$ cat config.mk
export PLATFORM = sky130hd
export DESIGN_NAME = fetch_stage_flat
export DESIGN_NICKNAME = d
export VERILOG_FILES = /design/src/rtl/fetch_stage_if.sv /design/src/rtl/fetch_stage.sv /design/src/flat_wrapper.sv
export SDC_FILE = /design/constraint.sdc
export NUM_CORES = 1
export LEC_CHECK = 0
export ABC_AREA = 1
export BUFFER_PORTS_ARGS = -buffer_cell sky130_fd_sc_hd__buf_2
export CAP_MARGIN = 20
export CELL_PAD_IN_SITES_DETAIL_PLACEMENT = 0
export CELL_PAD_IN_SITES_GLOBAL_PLACEMENT = 1
export CORE_ASPECT_RATIO = 0.7
export CORE_MARGIN = 5
export CORE_UTILIZATION = 40
export CTS_CLUSTER_SIZE = 28
export DETAILED_ROUTE_END_ITERATION = 10
export GPL_ROUTABILITY_DRIVEN = 0
export HOLD_SLACK_MARGIN = 0.15
export PLACE_DENSITY_LB_ADDON = 0.08
export RECOVER_POWER = 25
export REMOVE_ABC_BUFFERS = 1
export SYNTH_ARGS = -nofsm -noshare
export SYNTH_HDL_FRONTEND = slang
export SYNTH_SLANG_ARGS = --single-unit
$ cat constraint.sdc
create_clock -name clk -period 2.2 [get_ports clk]
set_clock_uncertainty 0.05 [all_clocks]
set_input_delay 0.22 -clock clk [delete_from_list [all_inputs] [get_ports clk]]
set_output_delay 0.22 -clock clk [all_outputs]
set_load 0.05 [all_outputs]
$ cat src/rtl/fetch_stage_if.sv
// Instruction-memory fetch bus between the fetch stage and instruction memory.
// Latency: none; this is wiring only.
// Backpressure: the master holds imem_req and imem_addr stable until the slave returns imem_ack.
//
// Signals:
//   imem_req   master->slave  fetch request
//   imem_addr  master->slave  word address of the outstanding fetch
//   imem_ack   slave->master  response valid; may come in the same cycle as imem_req
//   imem_rdata slave->master  instruction word, valid with imem_ack
interface fetch_stage_if #(
  parameter int AW = 32
);
  logic          imem_req;
  logic [AW-1:0] imem_addr;
  logic          imem_ack;
  logic [31:0]   imem_rdata;

  modport master (
    output imem_req,
    output imem_addr,
    input  imem_ack,
    input  imem_rdata
  );

  modport slave (
    input  imem_req,
    input  imem_addr,
    output imem_ack,
    output imem_rdata
  );
endinterface

$ cat src/rtl/fetch_stage.sv
// Instruction fetch stage with IF/ID register, one-entry skid buffer and redirect handling.
// Latency: one cycle from imem_ack to valid_d; back-to-back fetches with a same-cycle ack.
// Backpressure: stall parks one returned word in the skid buffer and stops requesting.
//
// Ports:
//   clk, rst_n             clock, asynchronous active-low reset
//   imem                   fetch bus (master): imem_req/imem_addr out, imem_ack/imem_rdata in
//   stall                  hazard unit holds the IF/ID register
//   redirect, redirect_pc  taken branch/jump from execute; low two target bits are ignored
//   valid_d, instr_d       IF/ID register contents
//   opcode_d               instr_d[31:26], for the main decoder
//   pc_plus4_d             PC+4 of instr_d
//   fetch_cnt, bubble_cnt  performance counters, present only with FETCH_PERF_CNT_EN defined
//
// RESET_PC must be word aligned; the PC only ever moves in word steps from there.
module fetch_stage #(
  parameter int            AW       = 32,
  parameter logic [AW-1:0] RESET_PC = '0
) (
  input  logic          clk,
  input  logic          rst_n,
  fetch_stage_if.master imem,
  input  logic          stall,
  input  logic          redirect,
  input  logic [AW-1:0] redirect_pc,
  output logic          valid_d,
  output logic [31:0]   instr_d,
  output logic [5:0]    opcode_d,
  output logic [AW-1:0] pc_plus4_d
`ifdef FETCH_PERF_CNT_EN
  ,
  output logic [31:0]   fetch_cnt,
  output logic [31:0]   bubble_cnt
`endif
);

  typedef enum logic [1:0] {
    BOOT   = 2'd0,
    FETCH  = 2'd1,
    HOLD   = 2'd2,
    SQUASH = 2'd3
  } state_t;

  state_t        state_q, state_n;
  logic [AW-1:0] pc_q, pc_n;
  logic [AW-1:0] sq_addr_q, sq_addr_n;   // address of the request being squashed
  logic [AW-1:0] pc_plus4_q, pc_plus4_n;
  logic [31:0]   instr_q, instr_n;
  logic [31:0]   skid_q, skid_n;
  logic          valid_q, valid_n;
  logic          load_live;              // IF/ID loaded with a live instruction this cycle

  logic [AW-1:0] pc_inc;
  logic [AW-1:0] target;
  logic          unused_redirect_lsb;

  assign pc_inc              = pc_q + AW'(4);
  assign target              = {redirect_pc[AW-1:2], 2'b00};
  assign unused_redirect_lsb = ^redirect_pc[1:0];

  always_ff @(posedge clk or negedge rst_n) begin
    if (!rst_n) begin
      state_q    <= BOOT;
      pc_q       <= RESET_PC;
      sq_addr_q  <= '0;
      pc_plus4_q <= '0;
      instr_q    <= '0;
      skid_q     <= '0;
      valid_q    <= 1'b0;
    end else begin
      state_q    <= state_n;
      pc_q       <= pc_n;
      sq_addr_q  <= sq_addr_n;
      pc_plus4_q <= pc_plus4_n;
      instr_q    <= instr_n;
      skid_q     <= skid_n;
      valid_q    <= valid_n;
    end
  end

  always_comb begin
    state_n    = state_q;
    pc_n       = pc_q;
    sq_addr_n  = sq_addr_q;
    pc_plus4_n = pc_plus4_q;
    instr_n    = instr_q;
    skid_n     = skid_q;
    valid_n    = valid_q;
    load_live  = 1'b0;

    case (state_q)
      BOOT: begin
        if (redirect) begin
          pc_n    = target;
          valid_n = 1'b0;
        end
        state_n = FETCH;
      end

      FETCH: begin
        if (redirect) begin
          valid_n = 1'b0;
          pc_n    = target;
          // The request is on the bus and cannot be withdrawn: remember its
          // address and wait for its response so it can be thrown away.
          if (!imem.imem_ack) begin
            sq_addr_n = pc_q;
            state_n   = SQUASH;
          end
        end else if (imem.imem_ack) begin
          pc_n = pc_inc;
          if (!stall) begin
            instr_n    = imem.imem_rdata;
            pc_plus4_n = pc_inc;
            valid_n    = 1'b1;
            load_live  = 1'b1;
          end else begin
            skid_n  = imem.imem_rdata;
            state_n = HOLD;
          end
        end else if (!stall) begin
          valid_n = 1'b0;
        end
      end

      HOLD: begin
        // No request is outstanding here, so a redirect can fetch the target at once.
        if (redirect) begin
          valid_n = 1'b0;
          pc_n    = target;
          state_n = FETCH;
        end else if (!stall) begin
          // pc already points past the skid word, so it is that word's PC+4.
          instr_n    = skid_q;
          pc_plus4_n = pc_q;
          valid_n    = 1'b1;
          load_live  = 1'b1;
          state_n    = FETCH;
        end
      end

      SQUASH: begin
        if (redirect) begin
          valid_n = 1'b0;
          pc_n    = target;
        end
        if (imem.imem_ack) begin
          state_n = FETCH;
        end
      end

      default: state_n = BOOT;
    endcase
  end

  assign imem.imem_req  = (state_q == FETCH) || (state_q == SQUASH);
  assign imem.imem_addr = (state_q == SQUASH) ? sq_addr_q : pc_q;

  assign valid_d    = valid_q;
  assign instr_d    = instr_q;
  assign opcode_d   = instr_q[31:26];
  assign pc_plus4_d = pc_plus4_q;

`ifdef FETCH_PERF_CNT_EN
  logic [31:0] fetch_cnt_q, bubble_cnt_q;

  always_ff @(posedge clk or negedge rst_n) begin
    if (!rst_n) begin
      fetch_cnt_q  <= '0;
      bubble_cnt_q <= '0;
    end else begin
      if (load_live) begin
        fetch_cnt_q <= fetch_cnt_q + 32'd1;
      end
      if ((state_q != BOOT) && !valid_q) begin
        bubble_cnt_q <= bubble_cnt_q + 32'd1;
      end
    end
  end

  assign fetch_cnt  = fetch_cnt_q;
  assign bubble_cnt = bubble_cnt_q;
`else
  logic unused_load_live;
  assign unused_load_live = load_live;
`endif

endmodule

$ cat src/flat_wrapper.sv
// flat-port wrapper written by rule: the top's interface ports become plain ports
module fetch_stage_flat 
#(
  parameter int            AW       = 32,
  parameter logic [AW-1:0] RESET_PC = '0
)
  (clk, rst_n, stall, redirect, redirect_pc, valid_d, instr_d, opcode_d, pc_plus4_d, imem_imem_req, imem_imem_addr, imem_imem_ack, imem_imem_rdata);
  fetch_stage_if #(.AW(AW)) imem_i ();
  input  logic clk;
  input  logic rst_n;
  input  logic stall;
  input  logic redirect;
  input  logic [AW-1:0] redirect_pc;
  output logic valid_d;
  output logic [31:0] instr_d;
  output logic [5:0] opcode_d;
  output logic [AW-1:0] pc_plus4_d;
  output wire logic [$bits(imem_i.imem_req)-1:0] imem_imem_req;
  output wire logic [$bits(imem_i.imem_addr)-1:0] imem_imem_addr;
  input wire logic [$bits(imem_i.imem_ack)-1:0] imem_imem_ack;
  input wire logic [$bits(imem_i.imem_rdata)-1:0] imem_imem_rdata;
  assign imem_imem_req = imem_i.imem_req;
  assign imem_imem_addr = imem_i.imem_addr;
  assign imem_i.imem_ack = imem_imem_ack;
  assign imem_i.imem_rdata = imem_imem_rdata;
  fetch_stage #(.AW(AW), .RESET_PC(RESET_PC)) u_core (.clk(clk), .rst_n(rst_n), .imem(imem_i), .stall(stall), .redirect(redirect), .redirect_pc(redirect_pc), .valid_d(valid_d), .instr_d(instr_d), .opcode_d(opcode_d), .pc_plus4_d(pc_plus4_d));
endmodule
==> summary.md, run 1 <==
| Metric | Value |
|---|---|
| Initial antenna violation count | 0 |
| Io pins | 173 |
| CTS tree | yes |
| Logic gate share of total power | 0.517 |
| Final Cycle Share | 0.974 |
| Sw Share | 0.509 |
| DR iter-0 viols | 478 |
| Sink Count | 157 |
| Largest net degree at the start of global routing | 55 |
| Post-Place Cells | 1404 |
| Max FO, Critical Path | 11 |
| Worst hold-check path type | in -> reg |
| Slew Limit Fails | 0 |
| DRT Pass-1 Iters | 5 |
| Total Power | 16700 uW |
| Final min period | 2.14 ns |
| Total Die Area | 23300 um2 |
| Final WL | 24000 um |
| Sw power | 8490 uW |
| DRC | 0 |
| CTS max path bufs | 2 |
| P per Cell Area | 1590 nW/um2 |
| CP required | 1.93 ns |
| Clock-pin slew on the worst setup and hold paths | 0.07 ns |
| Lkg Pwr | 0.00530 uW |
| Synth area leaders | dfrtp_1 48%, nand2_1 15%, o21ai_0 5.9% |
| Setup CP Type | reg -> out |
| Multi-input gate area | 3620 um2 |
| Final Hold Fails | 0 |
| Least-Margin Pin Slew | 0.846 ns |
| Max Cap Violations | 0 |
| Layout Cells excl Fill | 1501 |
| Setup Viol. Count Final | 0 |
| Outcome | finished clean |
| Chip height | 129 um |
| Top cell type's share of synthesized area | 0.484 |
| Layout Nets | 1291 |
| CP peak stage delay | 0.44 ns |
| Yosys warns | 0 |
| Count of buffers from port buffering | 166 |
| Critical-path top delay cell | dfrtp_1 |
| Rows | 43 |
| Sequential Power Share | 0.301 |
| Synth cell types | 32 |
| Via Count | 7359 |
| Syn Area/Cell | 8.12 um2 |
| Worst-Skew Late Latency | 0.43 ns |
| CP cell instances | ha_4 > o21ai_0 > buf_2 |
| Overflow after GRT | 0 |
| Post-Synthesis Cells | 999 |
| Total CTS buffers | 17 |
| Global-route wire length before repair | 39000 um |
| Die width | 180 um |
| Fillers | 1958 |
| Max VDD drop | 1.06 mV |
| Worst Setup End Kind | output port |
| Remaining antenna violation count after routing | 0 |
| Starting Density | 0.409 |
| Clk pwr share | 0.182 |
| ANT cells | 0 |
| Synth Register Bits | 157 |
| Post-synth top area cell | dfrtp_1 |
| Vias in the first global route | 7147 |
| CP startpoint kind | flop |
| Postcts setup bufs | 0 |
| Area Overhead vs Synth | 29.7% |
| Maximum clock rate | 466 MHz |
| Pint | 8200 uW |
| Layout cells sized above 1 | 0.228 |
| Worst path top cell family by delay | flip-flops |
| Worst EP arrival | 1.87 ns |
| H-tree depth reported by CTS | 4 |
| Avg Vias per Cell | 4.90 |
| Total track usage | 0.209 |
| Core area | 19900 um2 |
| Post-Syn Area | 8110 um2 |
| CTS Root Buffer Type | clkbuf_16 |
| Per-cell routed wire length | 16.0 um |
| Worst rel slew slack | 0.436 |
| Post-DP HPWL | 16900 um |
| Sequential area share after synthesis | 0.484 |
| CP bufs+invs | 1 |
| Reg area | 3930 um2 |
-- logic make-up (layout without fill, tap and decap cells) --
group | after synthesis | count (layout) | share of synthesized area
and+or+nand+nor | 473 | 473 | 0.238
AOI/OAI and AO/OA | 191 | 191 | 0.130
DFF | 157 | 157 | 0.484
buffers and inverters | 134 | 363 | 0.0743
muxes | 32 | 32 | 0.0583
xor gates and xnor gates | 7 | 7 | 0.00756
adders and majority gates | 4 | 4 | 0.00617
other | 1 | 4 | 0.000462
-- worst reg2reg max path: cells and delay by family (launching register included) --
kind | cells | cell delay [ns]
buffers and inverters | 3 | 0.81
adder cells (fa/ha/maj) | 1 | 0.23
AO/OA/AOI/OAI | 2 | 0.25
flip-flops | 1 | 0.44
AND/OR/NAND/NOR | 2 | 0.26
-- final cells by class --
class,count,area share
sequential,157,0.373
multi-input combinational,711,0.344
timing repair buffer,257,0.168
clock buffer,17,0.0404
tap,270,0.0321
inverter,74,0.0264
clock inverter,15,0.0163
-- stage by stage --
stage | setup TNS [ns] | worst slack [ns] | area, um2 | hold slack [ns] | utilization
finish | 0 | 0.0562 | 10500 | 0.212 | 0.530
global route | -0.00110 | -0.00110 | 10500 | 0.267 | 0.530
CTS | 0 | 0.0359 | 10500 | 0.189 | 0.530
detailed placement | 0 | 0.283 | 9270 | 0.0864 | 0.467
global placement | 0 | 0.314 | 9270 | 0.0864 | 0.467
floorplan | -70.12 | -1.17 | 7800 | -0.126 | -
-- cell usage after synthesis --
cell type and count:
nand2_1 331, dfrtp_1 157, o21ai_0 95, nor2_1 72
inv_1 69, nand3_1 48, a31oi_1 35, mux2_4 30
a21oi_1 26, clkbuf_1 25, buf_2 17, buf_4 15
o22ai_1 13, o21bai_1 10, xor2_1 7, nor2_4 6
o21ai_1 6, ha_1 4, inv_2 4, nor2_2 4
o211ai_1 4, and2_1 3, buf_6 3, nand2_2 3
nand2_4 3, mux2_2 2, nand4_1 2, clkinv_1 1
conb_1 1, nor3_1 1, o221ai_1 1, o31ai_1 1
-- state kept, by name (all words and copies together), names as in the netlist --
signal and flops:
u_core.instr_d 32, u_core.pc_plus4_d 30, u_core.pc_q 30, u_core.skid_q 32, u_core.sq_addr_q 30, u_core.state_q 2, u_core.valid_d 1
-- power by group through the flow --
stage	Clock, uW	Sequential (uW)	Combinational [uW]
2_1_floorplan	0	7070	4130
3_3_place_gp	0	5030	8460
3_5_place_dp	0	5060	8500
4_1_cts	3090	5030	8650
5_1_grt	3230	5210	9330
6_report	3040	5030	8620
-- cell usage in the layout (no fill, tap or decap), types with 3 or more instances in the layout --
cell           Yosys  routed
nand2_1          331     330
buf_2             17     161
dfrtp_1          157     157
o21ai_0           95      95
nor2_1            72      72
inv_1             69      69
dlygate4sd3_1      0      65
nand3_1           48      47
a31oi_1           35      35
mux2_4            30      30
a21oi_1           26      26
buf_4             15      18
clkbuf_16          0      17
o22ai_1           13      13
o21bai_1          10      10
xor2_1             7       7
nor2_4             6       6
o21ai_1            6       6
inv_8              0       6
buf_12             0       5
inv_2              4       4
nor2_2             4       4
nand2_2            3       4
o211ai_1           4       4
conb_1             1       4
clkbuf_4           0       4
nand2_4            3       3
and2_1             3       3
clkinvlp_4         0       3
-- per-layer routing --
layer / vias to the layer above / wire [um] / global-route usage
li1: 3687 / - / -
met1: 3456 / 12700 / 0.322
met2: 197 / 9930 / 0.307
met3: 19 / 1170 / 0.0384
met4: 0 / 229 / 0.0476
met5: - / 0 / 0
-- worst paths after layout --
check / slack [ns] / startpoint / cells after the start / end
min in group asynchronous: 0.37 / rst_n / 2 / u_core.pc_plus4_d[9]
hold reg to reg: 0.43 / u_core.pc_plus4_d[5] / 2 / u_core.pc_plus4_d[5]
max in group asynchronous: 0.53 / rst_n / 3 / u_core.pc_plus4_d[30]
hold / removal: 0.21 / imem_imem_ack / 4 / u_core.state_q[0]
setup reg to reg: 0.09 / u_core.state_q[1] / 8 / u_core.pc_q[3]
setup / recovery: 0.06 / u_core.state_q[1] / 3 / imem_imem_addr[5]
-- what timing repair did --
item | CTS | global route
gates resized for setup | 2 | 11
endpoints found under the hold margin | 252 | 0
pin swaps | 0 | 0
hold buffers | 65 | 0
endpoints found under the setup margin | 14 | 8
Note: power is estimated with default switching activity, not from simulation.
==> run 2: changes to the inputs <==
CORE_MARGIN = 10   (was 5)
==> summary.md, run 2 (synthesized netlist as in run 1, its figures left out) <==
| Metric | Value |
|---|---|
| Logic gate share of total power | 0.522 (was 0.517) |
| Fillers | 1885 (was 1958) |
| CTS tree | yes (unchanged) |
| H-tree depth reported by CTS | 4 (unchanged) |
| Initial antenna violation count | 0 (unchanged) |
| Clock-pin slew on the worst setup and hold paths | 0.07 ns (about the same) |
| Setup CP Type | reg -> out (unchanged) |
| CTS max path bufs | 2 (unchanged) |
| Reg area | 3930 um2 (about the same) |
| Sw Share | 0.507 (was 0.509) |
| Avg Vias per Cell | 4.83 (was 4.90) |
| Max VDD drop | 0.890 mV (was 1.06 mV) |
| Rows | 43 (unchanged) |
| Final min period | 2.13 ns (was 2.14 ns) |
| DRT Pass-1 Iters | 6 (was 5) |
| Setup Viol. Count Final | 0 (unchanged) |
| Starting Density | 0.409 (unchanged) |
| Via Count | 7272 (was 7359) |
| DRC | 0 (unchanged) |
| Vias in the first global route | 7460 (was 7147) |
| CP required | 1.93 ns (about the same) |
| Area Overhead vs Synth | 30.0% (was 29.7%) |
| Worst slack, placed | 0.241 ns (was 0.283 ns) |
| Clk pwr share | 0.176 (was 0.182) |
| Core area | 19900 um2 (unchanged) |
| Max Cap Violations | 1 (was 0) |
| Total CTS buffers | 17 (unchanged) |
| Least-Margin Pin Slew | 1.54 ns (was 0.846 ns) |
| Chip height | 139 um (was 129 um) |
| ANT cells | 0 (unchanged) |
| Final WL | 24800 um (was 24000 um) |
| Worst Setup End Kind | output port (unchanged) |
| Post-DP HPWL | 17300 um (was 16900 um) |
| Remaining antenna violation count after routing | 0 (unchanged) |
| Unrepaired setup endpoints after global routing | false |
| Failing checks | capacitance limit, slew limit |
| Die width | 190 um (was 180 um) |
| Lkg Pwr | 0.00531 uW (was 0.00530 uW) |
| Io pins | 173 (unchanged) |
| Worst EP arrival | 1.86 ns (was 1.87 ns) |
| Largest net degree at the start of global routing | 61 (was 55) |
| Worst hold-check path type | in -> reg (unchanged) |
| Per-cell routed wire length | 16.4 um (was 16.0 um) |
| Layout cells sized above 1 | 0.231 (was 0.228) |
| P per Cell Area | 1580 nW/um2 (was 1590 nW/um2) |
| Pint | 8230 uW (was 8200 uW) |
| Layout Nets | 1297 (was 1291) |
| Hold WS | 0.243 ns (was 0.212 ns) |
| Final Cycle Share | 0.967 (was 0.974) |
| Multi-input gate area | 3610 um2 (was 3620 um2) |
| Sink Count | 157 (unchanged) |
| Final Hold Fails | 0 (unchanged) |
| DR iter-0 viols | 398 (was 478) |
| Worst-Skew Late Latency | 0.42 ns (was 0.43 ns) |
| Sw power | 8480 uW (was 8490 uW) |
| Total track usage | 0.187 (was 0.209) |
| Total Die Area | 26500 um2 (was 23300 um2) |
| Outcome | finished with violations (was finished clean) |
| Sequential Power Share | 0.301 (about the same) |
| Worst setup margin | 0.0731 ns (was 0.0562 ns) |
| CTS Root Buffer Type | clkbuf_16 (unchanged) |
| Overflow after GRT | 0 (unchanged) |
| Global-route wire length before repair | 40300 um (was 39000 um) |
| Worst rel slew slack | -0.0285 (was 0.436) |
| Most frequent cells in the layout | 331 x nand2_1, 161 x buf_2, 156 x dfrtp_1, 93 x o21ai_0, 72 x nor2_1 (was 330 x nand2_1, 161 x buf_2, 157 x dfrtp_1, 95 x o21ai_0, 72 x nor2_1) |
| Maximum clock rate | 470 MHz (was 466 MHz) |
| Max FO, Critical Path | 8 (was 11) |
| Slew Limit Fails | 58 (was 0) |
| Commonest non-fill, non-tap cell in the layout | nand2_1 (unchanged) |
| CP startpoint kind | flop (unchanged) |
| Count of buffers from port buffering | 166 (unchanged) |
## run 2: cell count changes in the layout (fill, tap and decap cells not counted), sizes merged
cell,before,now
buf,187,192
clkbuf,22,23
clkinv,4,5
inv,81,80
## run 2: through the flow
stage               utilization  TNS, ns  cells  power (uW)  instance area, um2
CTS                       0.531        0   1505       16800               10500
finish                    0.531        0   1507       16700               10500
global placement          0.468        0   1408       13600                9300
floorplan                     -   -70.12    942       11200                7800
detailed placement        0.468        0   1408       13700                9300
global route              0.531        0   1507       17800               10500
## run 2: layout make-up
class	instances	area share
tap	270	0.0320
timing repair buffer	263	0.171
clock buffer	17	0.0403
inverter	74	0.0263
sequential	157	0.373
clock inverter	15	0.0147
multi-input combinational	711	0.343
## run 2: final timing paths
kind                                       start               endpoint  slack (ns)  cells past startpoint
setup / recovery               u_core.state_q[1]      imem_imem_addr[2]        0.07                      4
hold / removal                     imem_imem_ack         u_core.valid_d        0.24                      4
setup reg to reg               u_core.state_q[1]         u_core.pc_q[3]        0.12                      8
hold reg to reg            u_core.pc_plus4_d[20]  u_core.pc_plus4_d[20]        0.43                      2
max in group asynchronous                  rst_n  u_core.pc_plus4_d[30]        0.31                      3
min in group asynchronous                  rst_n    u_core.sq_addr_q[9]        0.65                      2
## run 2: repair_timing
item                                    in CTS  in global routing
setup buffers                                0                  2
endpoints found under the hold margin      147                  0
pin swaps                                    0                  1
resized for setup                            1                 10
endpoints found under the setup margin      14                  5
hold buffers                                65                  0
## run 2: worst max-delay path, stage by stage (launching register included)
cell      delay, ns
dfrtp_2        0.45
ha_4           0.24
clkbuf_4       0.20
o21ai_1        0.25
clkbuf_4       0.29
## run 2: per-layer routing
metal  share of wire  global-route usage
met5               0                   0
met4          0.0099              0.0421
met3           0.049              0.0417
met2            0.43               0.279
met1            0.51               0.269
## run 2: power groups by stage
stage                     Clock, uW  Combinational (uW)  Sequential [uW]
after floorplan                   0                4130             7070
after global placement            0                8590             5040
final                          2940                8730             5040
after global routing           3130                9490             5220
after detailed placement          0                8640             5060
after CTS                      3020                8780             5030
